[config.mk]
export PLATFORM = sky130hd
export DESIGN_NAME = acc_add4
export DESIGN_NICKNAME = d
export VERILOG_FILES = /design/src/rtl/acc_add4_pkg.sv /design/src/rtl/acc_add4_addnb.sv /design/src/rtl/acc_add4.sv
export SDC_FILE = /design/constraint.sdc
export NUM_CORES = 1
export LEC_CHECK = 0
export BUFFER_PORTS_ARGS = -buffer_cell sky130_fd_sc_hd__buf_2
export CORE_ASPECT_RATIO = 1.75
export CORE_MARGIN = 2
export CORE_UTILIZATION = 50
export DETAILED_ROUTE_END_ITERATION = 7
export PLACE_DENSITY = 0.81
export SLEW_MARGIN = 0
export SYNTH_ARGS = -nofsm -noshare
export SYNTH_HDL_FRONTEND = slang
export SYNTH_SLANG_ARGS = --single-unit
export TNS_END_PERCENT = 20
[constraint.sdc]
create_clock -name clk -period 3.3 [get_ports clk]
set_input_delay 0.66 -clock clk [delete_from_list [all_inputs] [get_ports clk]]
set_output_delay 0.66 -clock clk [all_outputs]
set_load 0.005 [all_outputs]
[src/rtl/acc_add4_pkg.sv]
// Shared definitions for the streaming accumulating adder: state encoding
// and default widths.
package acc_add4_pkg;

  localparam int ACC_W_DEF = 12;
  localparam int CNT_W_DEF = 8;
  localparam int OPW       = 4;

  typedef enum logic {
    ST_ACC  = 1'b0,
    ST_HOLD = 1'b1
  } state_t;

endpackage

[src/rtl/acc_add4_addnb.sv]
// Parameterised ripple-carry adder (carry-in tied low, carry-out exposed),
// built from single-bit fulladder cells.
module fulladder (
  input  logic a,
  input  logic b,
  input  logic ci,
  output logic s,
  output logic co
);
  assign s  = a ^ b ^ ci;
  assign co = (a & b) | (ci & (a ^ b));
endmodule

module addnb #(
  parameter int W = 12
) (
  input  logic [W-1:0] a,
  input  logic [W-1:0] b,
  output logic [W-1:0] sum,
  output logic         co
);
  logic [W:0] c;

  assign c[0] = 1'b0;
  assign co   = c[W];

  for (genvar i = 0; i < W; i++) begin : g_bit
    fulladder u_fa (
      .a (a[i]),
      .b (b[i]),
      .ci(c[i]),
      .s (sum[i]),
      .co(c[i+1])
    );
  end
endmodule

[src/rtl/acc_add4.sv]
// Streaming accumulator for 4-bit operands with a held result handshake.
// Define ACC_SAT_EN to saturate the accumulator on overflow instead of wrapping.
//
// state   | meaning
// ST_ACC  | accepting operand beats, summing into acc
// ST_HOLD | result presented, waiting for out_ready
module acc_add4
  import acc_add4_pkg::*;
#(
  parameter int ACC_W = ACC_W_DEF,
  parameter int CNT_W = CNT_W_DEF
) (
  input  logic             clk,
  input  logic             rst_n,
  input  logic             in_valid,
  output logic             in_ready,
  input  logic [OPW-1:0]   in_data,
  input  logic             in_last,
  output logic             out_valid,
  input  logic             out_ready,
  output logic [ACC_W-1:0] out_sum,
  output logic [CNT_W-1:0] out_beats,
  output logic             out_ovf
);

  state_t           state, state_nxt;
  logic [ACC_W-1:0] acc, acc_nxt, nsum, acc_add;
  logic [CNT_W-1:0] cnt, cnt_nxt, cnt_inc;
  logic             ovf, ovf_nxt, ovf_add;
  logic             cy;
  logic             accept, load_out;

  addnb #(.W(ACC_W)) u_add (
    .a  (acc),
    .b  ({{(ACC_W-OPW){1'b0}}, in_data}),
    .sum(nsum),
    .co (cy)
  );

`ifdef ACC_SAT_EN
  // Once pinned at all-ones, any further beat carries out again, so it stays pinned.
  assign acc_add = cy ? {ACC_W{1'b1}} : nsum;
`else
  assign acc_add = nsum;
`endif

  assign ovf_add = ovf | cy;
  assign cnt_inc = (cnt == {CNT_W{1'b1}}) ? cnt : cnt + CNT_W'(1);

  assign accept    = (state == ST_ACC) && in_valid;
  assign in_ready  = rst_n && (state == ST_ACC);
  assign out_valid = (state == ST_HOLD);

  always_comb begin
    state_nxt = state;
    acc_nxt   = acc;
    cnt_nxt   = cnt;
    ovf_nxt   = ovf;
    load_out  = 1'b0;
    unique case (state)
      ST_ACC: begin
        if (accept) begin
          if (in_last) begin
            load_out  = 1'b1;
            state_nxt = ST_HOLD;
            acc_nxt   = '0;
            cnt_nxt   = '0;
            ovf_nxt   = 1'b0;
          end else begin
            acc_nxt = acc_add;
            cnt_nxt = cnt_inc;
            ovf_nxt = ovf_add;
          end
        end
      end
      ST_HOLD: begin
        if (out_ready) state_nxt = ST_ACC;
      end
      default: state_nxt = ST_ACC;
    endcase
  end

  always_ff @(posedge clk) begin
    if (!rst_n) begin
      state     <= ST_ACC;
      acc       <= '0;
      cnt       <= '0;
      ovf       <= 1'b0;
      out_sum   <= '0;
      out_beats <= '0;
      out_ovf   <= 1'b0;
    end else begin
      state <= state_nxt;
      acc   <= acc_nxt;
      cnt   <= cnt_nxt;
      ovf   <= ovf_nxt;
      if (load_out) begin
        out_sum   <= acc_add;
        out_beats <= cnt_inc;
        out_ovf   <= ovf_add;
      end
    end
  end

endmodule

[Yosys cells after proc, flatten, opt, wreduce, memory -nomap -nowiden]
Cells that the tools add are included.
Cells by class
  bitwise operators: 35
  mux-type cells: 9
  reductions and logical operators: 3
  equality and inequality tests: 1
  add/sub/neg operators: 1
Operators with widths (number)
  $mux 8: 2
  $and 1x1->1: 15
  $xor 1x1->1: 15
  $mux 12: 1
  $add 8x1->8 const B: 1
  $eq 8x8->1 const B: 1
  $mux 1: 5
  $or 1x1->1: 4
  $logic_and 1x1->1: 2
  $pmux 1 s2: 1
  $reduce_and 2->1: 1
  $not 1->1: 1
Word-level totals
  word-level logic and storage cells: 56
  register bits after elaboration: 43

[Longest topological paths before layout]
Gate-level depths: netlist of run 1.
  word-level depth: 17
  mapped depth: 16

[Modules after synthesis]
Synthesis of run 1 repeated with hierarchy kept, for this count alone.
Unflattened totals
  cells, all modules: 206
  area, all modules: 2008.2 um2
Modules (own cells, without submodules)
  acc_add4: area an instance 1764.2 um2, cells each 193, instances 1
  fulladder: area an instance 20.0 um2, cells each 1, instances 12
  addnb: area an instance 3.8 um2, cells each 1, instances 1

[Worst setup path before layout of run 1]
No wires, ideal clock.
  kind: input-to-reg
  from: input port in_data[0]
  to: register out_sum[11]
  slack: -0.087 ns
  cell stages on the path: 15
  arrival: 3.270 ns
  cell sequence: ha_1 > inv_1 > fa_1 > fa_1 > inv_1 > fa_1 > ha_1 > ha_1 > ha_1 > ha_1 > ha_1 > ha_1 > ha_1 > ha_1 > a22o_1
Between the ends
  cells in the longest elaborated chain, start to end: 15
RTL lines
  start: declaration: RTL line acc_add4.sv:17  | input logic [OPW-1:0] in_data,
  $and 1x1->1 (2 in series): RTL line acc_add4_addnb.sv:11  | assign co = (a & b) | (ci & (a ^ b));
  $or 1x1->1: RTL line acc_add4_addnb.sv:11
  $and 1x1->1: RTL line acc_add4_addnb.sv:11
  $or 1x1->1: RTL line acc_add4_addnb.sv:11
  $and 1x1->1: RTL line acc_add4_addnb.sv:11
  $or 1x1->1: RTL line acc_add4_addnb.sv:11
  $and 1x1->1 (7 in series): RTL line acc_add4_addnb.sv:11
  $xor 1x1->1: RTL line acc_add4_addnb.sv:10  | assign s = a ^ b ^ ci;
  net u_add.g_bit[11].u_fa.s: RTL line acc_add4_addnb.sv:7  | output logic s,
  end signal: assignment: RTL line acc_add4.sv:89  | out_sum <= '0;
  end signal: assignment: RTL line acc_add4.sv:98  | out_sum <= acc_add;
  end: declaration: RTL line acc_add4.sv:21  | output logic [ACC_W-1:0] out_sum,
The timed path passes the listed nets, and every way through them passes these cells.
A chain may end at the register's enable or synchronous reset.

[Final worst setup path of run 1]
  from: input port in_data[0]
  to: register acc[11]
Between the ends
  cells in the longest elaborated chain, start to end: 16
RTL lines
  $and 1x1->1 (2 in series): RTL line acc_add4_addnb.sv:11
  $or 1x1->1: RTL line acc_add4_addnb.sv:11
  $and 1x1->1: RTL line acc_add4_addnb.sv:11
  $or 1x1->1: RTL line acc_add4_addnb.sv:11
  $and 1x1->1: RTL line acc_add4_addnb.sv:11
  $or 1x1->1: RTL line acc_add4_addnb.sv:11
  $and 1x1->1 (7 in series): RTL line acc_add4_addnb.sv:11
  $xor 1x1->1: RTL line acc_add4_addnb.sv:10
  net u_add.g_bit[11].u_fa.s: RTL line acc_add4_addnb.sv:7
  $mux 12: RTL line acc_add4.sv:63  | if (in_last) begin
  end signal: assignment: RTL line acc_add4.sv:94  | acc <= acc_nxt;
  end: declaration: RTL line acc_add4.sv:27  | logic [ACC_W-1:0] acc, acc_nxt, nsum, acc_add;
The timed path passes the listed nets, and every way through them passes these cells.

==> flow_summary.toml, run 1 <==
[run_status]
status = "complete, no violations"

[worst_setup_path]
cp-end-kind = "register"
start_kind = "primary input"
slowest_delay_ns = 0.40
r2r-start = "acc[0]"
worst-path-max-fanout = 2
rr_endpoint = "acc[11]"
crit_chain = "buf_6 > ha_4 > inv_2 > fa_2 > fa_2 > inv_2 > fa_2 > ha_4 > ha_4 > ha_4 > ha_4 > ha_4 > ha_4 > ha_4 > ha_4 > nand3b_1 > a21boi_1"
slowest_stage = "fa_2"
crit_top_cell = "ha_4"
critical_path.top_delay_family = "adder cells"
criticalPathCategory = "in2reg"
cp.required_ns = 3.53
cp.arrival_ns = 3.41
cp_num_buf_inv = 3
r2r_setup_slack_ns = 0.23
ff2ff_path_depth = 16

[routing]
ant_nets = 0
post_drt_wl_per_cell_um = 14.6
avgViaCountPerCell = 5.59
drc = 0
routed_wl_mm = 4.08
drt-initial-drc-count = 24
vias = 1560
dr.pass1.iters = 4

[placement]
hpwl_mm = 2.81
io_buffers = 31
finalWeightedCongestion = 0.791
dp_slack_ns = -0.240

[synthesis]
synth-main-ff-cell = "dfxtp_1"
synth_area_leaders = "dfxtp_1 (44%), ha_1 (6.4%), a22o_1 (5.4%), nand2_1 (5.0%), nand3b_1 (3.8%)"
synth_cells = 205
yosys_warnings = 0
yosysSeqAreaShare = 0.440
syn_area_um2 = 1950
synth-edff-count = 0
yosysTopAreaCellShare = 0.440
synth-seq-cells = 43
yosysTopAreaCell = "dfxtp_1"
synthArstFlopShare = 0
syn-num-nets = 227
synth_most_common_cell = "dfxtp_1"
synth_commonest_cells = "dfxtp_1 (43), nand2_1 (26), a22o_1 (12)"
avgSynthCellArea_um2 = 9.53
synth.distinct_cells = 41

[floorplanning]
start_util = 0.510
io_pins = 32
rows = 30
die_w_um = 51.3
die_h_um = 86.7
die-area_um2 = 4440
coreArea_um2 = 3830

[clock_network]
clock_latency_ns = 0.29
tritoncts = "built"
clockBufferDepth = 2
post_cts_buffers = 0
cts.repair.resized = 0
clkSinkCount = 43
cts_hold_buf = 0
clk_pin_slew_worst_paths_ns = 0.08
clockRootBuffer = "clkbuf_8"
cts_buffers = 5
cts_max_level = 2

[power_and_ir_drop]
clock_power_share = 0.408
powerDensity_nw_per_um2 = 441
internal-power_mw = 0.806
swShare = 0.225
seq_power_share = 0.514
peakVddDrop_uv = 466
p_switching_mw = 0.233
combPwrFrac = 0.078
leakage_nw = 0.990

[global_routing]
grt_remaining_overflow = 0
grt_pass1_vias = 1511
antenna_found_initial = 0
grt_first_pass_wirelength_mm = 6.82
track_usage = 0.204
grt_max_degree = 26

[worst_hold_path]
hold-path-cell-count = 2
holdPathEnd = "out_ovf"
hold_path.startpoint = "out_ovf"
hold_class = "reg2reg"

[sta]
rsz0062_at_grt = "false"
finClkSkew_ns = 0.00727
period_needed_ns = 3.18
post-route-period-util = 0.965
clock.fmax_ghz = 0.314
setup_viol = 0
hold_violations = 0
setup_ws_ns = 0.117
slew_headroom = 0.593
worst_slew_pin_slew_ns = 0.611
drv_slew = 0

[layout]
num_antenna_cells = 0
nNetsFinal = 252
nFillCells = 362
drive_gt1_frac = 0.268
finish.utilization = 0.615
syn2layout_area_growth_pct = 20.6

[run]
maxCapViolCount = 0
[worst max path at each step]
| stage | from | endpoint | slack [ns] | cells past startpoint |
|---|---|---|---|---|
| 3_3_place_gp | in_data[0] | out_sum[11] | -0.17 | 16 |
| 2_1_floorplan | in_data[0] | out_sum[11] | 0.00006 | 15 |
| 4_1_cts | in_data[0] | acc[11] | 0.01 | 17 |
| 6_report | in_data[0] | acc[11] | 0.12 | 17 |
| 3_5_place_dp | in_data[0] | out_sum[11] | -0.24 | 16 |
| 5_1_grt | in_data[0] | acc[11] | 0.01 | 17 |
[placed cells by master (no fill, tap or decap), types with 3 or more instances in the layout]
cell      instances
a21oi_1           6
buf_4             3
clkbuf_8          6
buf_2            30
o21ai_0           8
nor3_1            3
a21boi_0          7
nand3b_1         10
nor2_1            5
o21a_1            4
nor2b_1           3
inv_1             5
a31oi_1           4
dfxtp_1          43
nand3_1           4
ha_4              9
and3_1            5
fa_2              3
a22o_1           12
a21boi_1          4
nand2_1          26
[cells by family (layout without fill, tap and decap cells)]
group                    Yosys count  count (layout)  synth area share
AO/OA/AOI/OAI                     58              58             0.213
adder cells (fa/ha/maj)           13              13            0.0948
AND/OR/NAND/NOR                   65              65             0.184
flip-flops                        43              43             0.440
multiplexers                       1               1           0.00512
XOR/XNOR                           2               2           0.00896
buffers and inverters             23              49            0.0544
[worst min-delay path, cell delays in order, from the launching register on]
cell and delay (ns):
dfxtp_1 0.31, nand2_1 0.05, nand2_1 0.04
[metal layers]
metal  share of wire  GRT usage
met3           0.026     0.0362
met1            0.39      0.213
met2            0.57      0.375
met5               0          0
met4           0.022      0.105
[power by group through the flow]
stage / registers, mW / clock network [mW] / logic (mW)
final: 0.535 / 0.424 / 0.0811
after global placement: 0.546 / 0 / 0.0772
after detailed placement: 0.546 / 0 / 0.0780
after CTS: 0.534 / 0.431 / 0.0788
after global routing: 0.536 / 0.454 / 0.0917
after floorplan: 0.546 / 0 / 0.0512
[final cells by class]
cell class | instances | area, µm² | share of cell area
Clock buffer | 6 | 82.6 | 0.0351
Clock inverter | 2 | 35.0 | 0.0149
Inverter | 7 | 26.3 | 0.0112
Multi-Input combinational cell | 139 | 1110 | 0.470
Sequential cell | 43 | 861 | 0.365
Tap cell | 48 | 60.1 | 0.0255
Timing Repair Buffer | 34 | 184 | 0.0781
[through the flow]
stage | TNS [ns] | power, mW | cells | cell area, µm² | hold WS (ns)
6_report | 0 | 1.04 | 279 | 2360 | 0.436
5_1_grt | 0 | 1.08 | 279 | 2360 | 0.472
4_1_cts | 0 | 1.04 | 279 | 2290 | 0.438
3_5_place_dp | -0.928 | 0.624 | 271 | 2170 | 0.424
3_3_place_gp | -0.526 | 0.623 | 271 | 2170 | 0.427
2_1_floorplan | 0 | 0.597 | 205 | 2020 | 0.432
[registers in the layout (all words and copies together), names as in the netlist]
| register | count |
|---|---|
| acc | 12 |
| cnt | 8 |
| out_beats | 8 |
| out_ovf | 1 |
| out_sum | 12 |
| out_valid | 1 |
| ovf | 1 |
Power figures use the tool's default switching activity.
==> inputs of run 2 (changes only) <==
--- a/config.mk
+++ b/config.mk
@@ -14,5 +14,6 @@
 export SLEW_MARGIN = 0
 export SYNTH_ARGS = -nofsm -noshare
 export SYNTH_HDL_FRONTEND = slang
+export SYNTH_HIERARCHICAL = 1
 export SYNTH_SLANG_ARGS = --single-unit
 export TNS_END_PERCENT = 20
==> constraint.sdc (replaced) <==
create_clock -name clk -period 3.3 [get_ports clk]
set_input_delay 0.165 -clock clk [delete_from_list [all_inputs] [get_ports clk]]
set_output_delay 0.165 -clock clk [all_outputs]
set_load 0.005 [all_outputs]
==> run 2 against run 1 <==
The run now ends with negative setup slack left. Combinational power increased by 74%. Synthesized area increased by 2.8%. Sequential share of layout area increased by 0.49 points. Utilization decreased by 1.3 points. Clock skew decreased by 0.0019 ns. Non-clock buffer count decreased by 1. Critical path depth decreased by 3. Hold slack got worse by 0.39 ns. Clock-buffer cell count unchanged.
==> flow_summary.toml, run 2 <==
[run_status]
status = "finished with violations"
violations = "negative setup slack"

[global_routing]
track_usage = 0.199
grt_max_degree = 30
antenna_found_initial = 0
grt_remaining_overflow = 0
grt_pass1_vias = 1434
grt_first_pass_wirelength_mm = 6.73

[worst_setup_path]
worst-path-max-fanout = 2
slowest_delay_ns = 0.52
cp-startpoint = "acc[0]"
slowest_stage = "fa_1"
crit_cells = 14
cp.arrival_ns = 5.27
cp-end-kind = "register"
start_kind = "register"
ff2ff_path_depth = 14
r2r-start = "acc[0]"
cp.required_ns = 3.53
critical_path.top_delay_family = "adder cells"
crit_chain = "fa_2 > fa_2 > fa_2 > fa_2 > fa_2 > fa_2 > fa_2 > fa_2 > fa_2 > fa_2 > fa_2 > fa_1 > nand3b_1 > a21boi_1"
cp_num_buf_inv = 0
criticalPathCategory = "reg2reg"
crit_top_cell = "fa_2"

[clock_network]
cts_max_level = 2
clock_latency_ns = 0.29
clockBufferDepth = 2
clk_pin_slew_worst_paths_ns = 0.08
post_cts_buffers = 0
clkSinkCount = 43
cts_buffers = 5
tritoncts = "built"
clockRootBuffer = "clkbuf_8"

[floorplanning]
coreArea_um2 = 3870
start_util = 0.519
die_h_um = 87.8
die_w_um = 51.9
die-area_um2 = 4560
io_pins = 32
rows = 30

[routing]
drc = 0
drt-initial-drc-count = 60
vias = 1595
dr.pass1.iters = 4
post_drt_wl_per_cell_um = 14.7
routed_wl_mm = 4.21
avgViaCountPerCell = 5.58
ant_nets = 0

[run]
maxCapViolCount = 0

[sta]
setup_viol = 13
period_needed_ns = 5.05
post-route-period-util = 1.53
finClkSkew_ns = 0.00536
slew_headroom = 0.442
drv_slew = 0
clock.fmax_ghz = 0.198
setup_ws_ns = -1.75
setup-tns-final_ns = -13.44
hold_violations = 0
hold_ws_ns = 0.0496
rsz0062_at_grt = "true"
worst_slew_pin_slew_ns = 0.837

[synthesis]
syn_area_um2 = 2010
synth-edff-count = 0
yosysSeqAreaShare = 0.429
synth_most_common_cell = "dfxtp_1"
synth_commonest_cells = "dfxtp_1 (43), nand2_1 (30), a22o_1 (15), nand3b_1 (13)"
synth-seq-cells = 43
synthArstFlopShare = 0
synth_cells = 206
yosysTopAreaCell = "dfxtp_1"
yosys_warnings = 6
yosysTopAreaCellShare = 0.429
synth.distinct_cells = 37
synth-main-ff-cell = "dfxtp_1"
synth_area_leaders = "dfxtp_1 (43%), fa_1 (12%), a22o_1 (6.5%), nand2_1 (5.6%), nand3b_1 (4.9%)"
avgSynthCellArea_um2 = 9.75

[layout]
syn2layout_area_growth_pct = 15.9
num_antenna_cells = 0
layout_commonest_cell = "dfxtp_1"
nNetsFinal = 259
stdcell_count = 286
drive_gt1_frac = 0.231
reg_top3 = "acc (12), out_sum (12)"
finish.utilization = 0.602
nFillCells = 341
most-common-layout-cells = "dfxtp_1 (42), buf_2 (31), nand2_1 (30)"

[power_and_ir_drop]
leakage_nw = 0.965
powerDensity_nw_per_um2 = 483
peakVddDrop_uv = 376
total_power_mw = 1.12

[placement]
io_buffers = 31
hpwl_mm = 2.93
finalWeightedCongestion = 0.855
dp_cells = 278

[worst_hold_path]
hold_path.startpoint = "out_ready"
hold-path-cell-count = 2
hold_class = "in2reg"
-- run 2: power by group --
| part | leakage [nW] | internal (mW) | switching [mW] |
|---|---|---|---|
| clock network | 0.0612 | 0.245 | 0.181 |
| logic | 0.554 | 0.0638 | 0.0769 |
| registers | 0.350 | 0.542 | 0.0169 |
| total | 0.965 | 0.850 | 0.274 |
-- run 2: metal layers --
layer	GRT usage	part of all wire	vias to the layer above	routed length, µm
li1	-	-	777	-
met1	0.239	0.41	779	1720
met2	0.343	0.54	33	2270
met3	0.0410	0.040	6	169
met4	0.0742	0.012	0	51
met5	0	0	-	0
-- run 2: cell families after synthesis --
family / Yosys count / synth area share
multiplexers: 1 / 0.00498
buffers and inverters: 16 / 0.0411
other: 2 / 0.00374
flip-flops: 43 / 0.429
AND/OR/NAND/NOR: 75 / 0.196
AO/OA/AOI/OAI: 54 / 0.191
XOR/XNOR: 2 / 0.00872
adder cells (fa/ha/maj): 13 / 0.126
-- run 2: worst paths after layout --
kind         slack (ns)   endpoint
max               -1.75    acc[11]
max reg2reg       -1.75    acc[11]
min                0.05  out_valid
min reg2reg        0.45    out_ovf
-- run 2: cell type report --
type	instances	area, µm²	area share
Multi-Input combinational cell	154	1120	0.480
Sequential cell	43	862	0.370
Timing Repair Buffer	33	170	0.0731
Clock buffer	6	82.6	0.0355
Tap cell	48	60.1	0.0258
Clock inverter	2	35.0	0.0150
-- run 2: repair_timing --
| item | CTS | global route |
|---|---|---|
| hold buffers | 0 | 0 |
| pin swaps | 6 | 0 |
| resized for setup | 8 | 0 |
| endpoints found under the setup margin | 13 | 13 |
-- run 2: metrics by stage --
step / setup WS [ns] / cell area [µm²]
6_report: -1.75 / 2330
5_1_grt: -1.84 / 2330
4_1_cts: -1.73 / 2330
3_5_place_dp: -1.76 / 2210
3_3_place_gp: -1.65 / 2210
2_1_floorplan: -1.25 / 2060
==> inputs of run 3 (changes only) <==
--- a/config.mk
+++ b/config.mk
@@ -11,6 +11,7 @@
 export CORE_UTILIZATION = 50
 export DETAILED_ROUTE_END_ITERATION = 7
 export PLACE_DENSITY = 0.81
+export REMOVE_ABC_BUFFERS = 1
 export SLEW_MARGIN = 0
 export SYNTH_ARGS = -nofsm -noshare
 export SYNTH_HDL_FRONTEND = slang
==> run 3 against run 2 <==
The flow still finishes with violations (negative setup slack). Critical endpoint unchanged. Setup slack improved by 0.0026 ns. Total power rose by 5.0%. Clock skew barely moved. Clock power rose by 14%. Combinational power fell by 3%.
==> flow_summary.toml, run 3 (synthesis results as in run 2) <==
[routing]
ant_nets = 0
drt-initial-drc-count = 46
drc = 0
avgViaCountPerCell = 5.62
vias = 1607
routed_wl_mm = 4.07
post_drt_wl_per_cell_um = 14.2
dr.pass1.iters = 5

[global_routing]
grt_remaining_overflow = 0
grt_max_degree = 30
grt_pass1_vias = 1492
grt_first_pass_wirelength_mm = 6.65
grtUsageMet3 = 0.0461
grt_use_met1 = 0.231
grt-busiest-layer = "met2"
antenna_found_initial = 0
track_usage = 0.197
grt_util_met2 = 0.336

[worst_setup_path]
crit_chain = "fa_2 > fa_2 > fa_2 > fa_2 > fa_2 > fa_2 > fa_2 > fa_2 > fa_2 > fa_2 > fa_2 > fa_1 > nand3b_1 > a21boi_1"
cp.required_ns = 3.54
cp-end-kind = "register"
worst-path-max-fanout = 2
cp.arrival_ns = 5.28
slowest_delay_ns = 0.51
start_kind = "register"
crit_top_cell = "fa_2"
slowest_stage = "fa_1"
criticalPathCategory = "reg2reg"

[power_and_ir_drop]
peakVddDrop_uv = 352
internal-power_mw = 0.907
seq_power_share = 0.472
total_power_mw = 1.18
combPwrFrac = 0.116
swShare = 0.233
clock_power_share = 0.412
powerDensity_nw_per_um2 = 504
p_switching_mw = 0.275
leakage_nw = 0.970

[layout]
num_antenna_cells = 0
nNetsFinal = 259
layout_commonest_cell = "dfxtp_1"
syn2layout_area_growth_pct = 16.7
most-common-layout-cells = "dfxtp_1 (42), buf_2 (31), nand2_1 (30)"
drive_gt1_frac = 0.227
finish.utilization = 0.606
reg_top3 = "acc (12), out_sum (12)"

[clock_network]
post_cts_buffers = 0
tritoncts = "built"
cts_hold_buf = 0
clockBufferDepth = 2
clockRootBuffer = "clkbuf_8"
cts_buffers = 5
cts_max_level = 2
clock_latency_ns = 0.30
clkSinkCount = 43
clk_pin_slew_worst_paths_ns = 0.08

[sta]
rsz0062_at_grt = "true"
worst_slew_pin_slew_ns = 0.825
hold_violations = 0
post-route-period-util = 1.53
setup_ws_ns = -1.74
period_needed_ns = 5.04
setup-tns-final_ns = -13.52
drv_slew = 0
clock.fmax_ghz = 0.198
setup_viol = 13
slew_headroom = 0.450
finClkSkew_ns = 0.00586

[run_status]
violations = "negative setup slack"
status = "finished with violations"

[placement]
finalWeightedCongestion = 0.852
dp_slack_ns = -2.28
io_buffers = 31
hpwl_mm = 2.67

[floorplanning]
die-area_um2 = 4560
die_h_um = 87.8
io_pins = 32
rows = 30
start_util = 0.519
coreArea_um2 = 3870
die_w_um = 51.9

[worst_hold_path]
hold_class = "in2reg"

[run]
maxCapViolCount = 0
==> run 3: changes by cell type in the layout (fill, tap and decap cells not counted), sizes merged <==
cell    change
bufinv      +1
clkinv      -1
==> run 3: cell type report <==
cell class	instances	area [µm²]
flip-flops and latches	43	862
clock buffers	6	72.6
fillers	360	1520
well taps	48	60.1
multi-input cells	154	1120
repair buffers	33	170
clock inverters	2	60.1
==> run 3: path summary, 6_finish.rpt <==
check | start | end | slack [ns] | cells after the start
setup reg to reg | acc[0] | acc[11] | -1.74 | 14
setup / recovery | acc[0] | acc[11] | -1.74 | 14
hold / removal | out_ready | out_valid | 0.06 | 2
hold reg to reg | out_ovf | out_ovf | 0.44 | 2
==> run 3: critical path, delay by kind of cell (launching register included) <==
kind                     cells  cell delay [ns]
AND/OR/NAND/NOR              1             0.09
AO/OA/AOI/OAI                1             0.14
adder cells (fa/ha/maj)     12             4.41
flip-flops                   1             0.34
==> run 3: power groups by stage <==
| stage | Clock (mW) | Sequential [mW] | Combinational, mW |
|---|---|---|---|
| floorplan | 0 | 0.569 | 0.0778 |
| global placement | 0 | 0.568 | 0.126 |
| detailed placement | 0 | 0.569 | 0.131 |
| CTS | 0.491 | 0.558 | 0.138 |
| global route | 0.513 | 0.561 | 0.155 |
| finish | 0.487 | 0.557 | 0.137 |
==> run 3: through the flow <==
| stage | instances | hold WS (ns) | area [µm²] |
|---|---|---|---|
| global route | 286 | 0.0758 | 2340 |
| finish | 286 | 0.0575 | 2340 |
| floorplan | 197 | 0.276 | 1950 |
| CTS | 286 | 0.0553 | 2340 |
| global placement | 278 | 0.357 | 2180 |
| detailed placement | 278 | 0.372 | 2180 |
==> run 3: what timing repair did <==
item,CTS,global route
pin swaps,6,0
endpoints found under the setup margin,14,13
resized for setup,19,0
==> run 3: routing by layer <==
metal / wire [µm] / vias to the layer above
met4: 76 / 0
met5: 0 / -
li1: - / 776
met2: 2110 / 53
met3: 217 / 7
met1: 1670 / 771
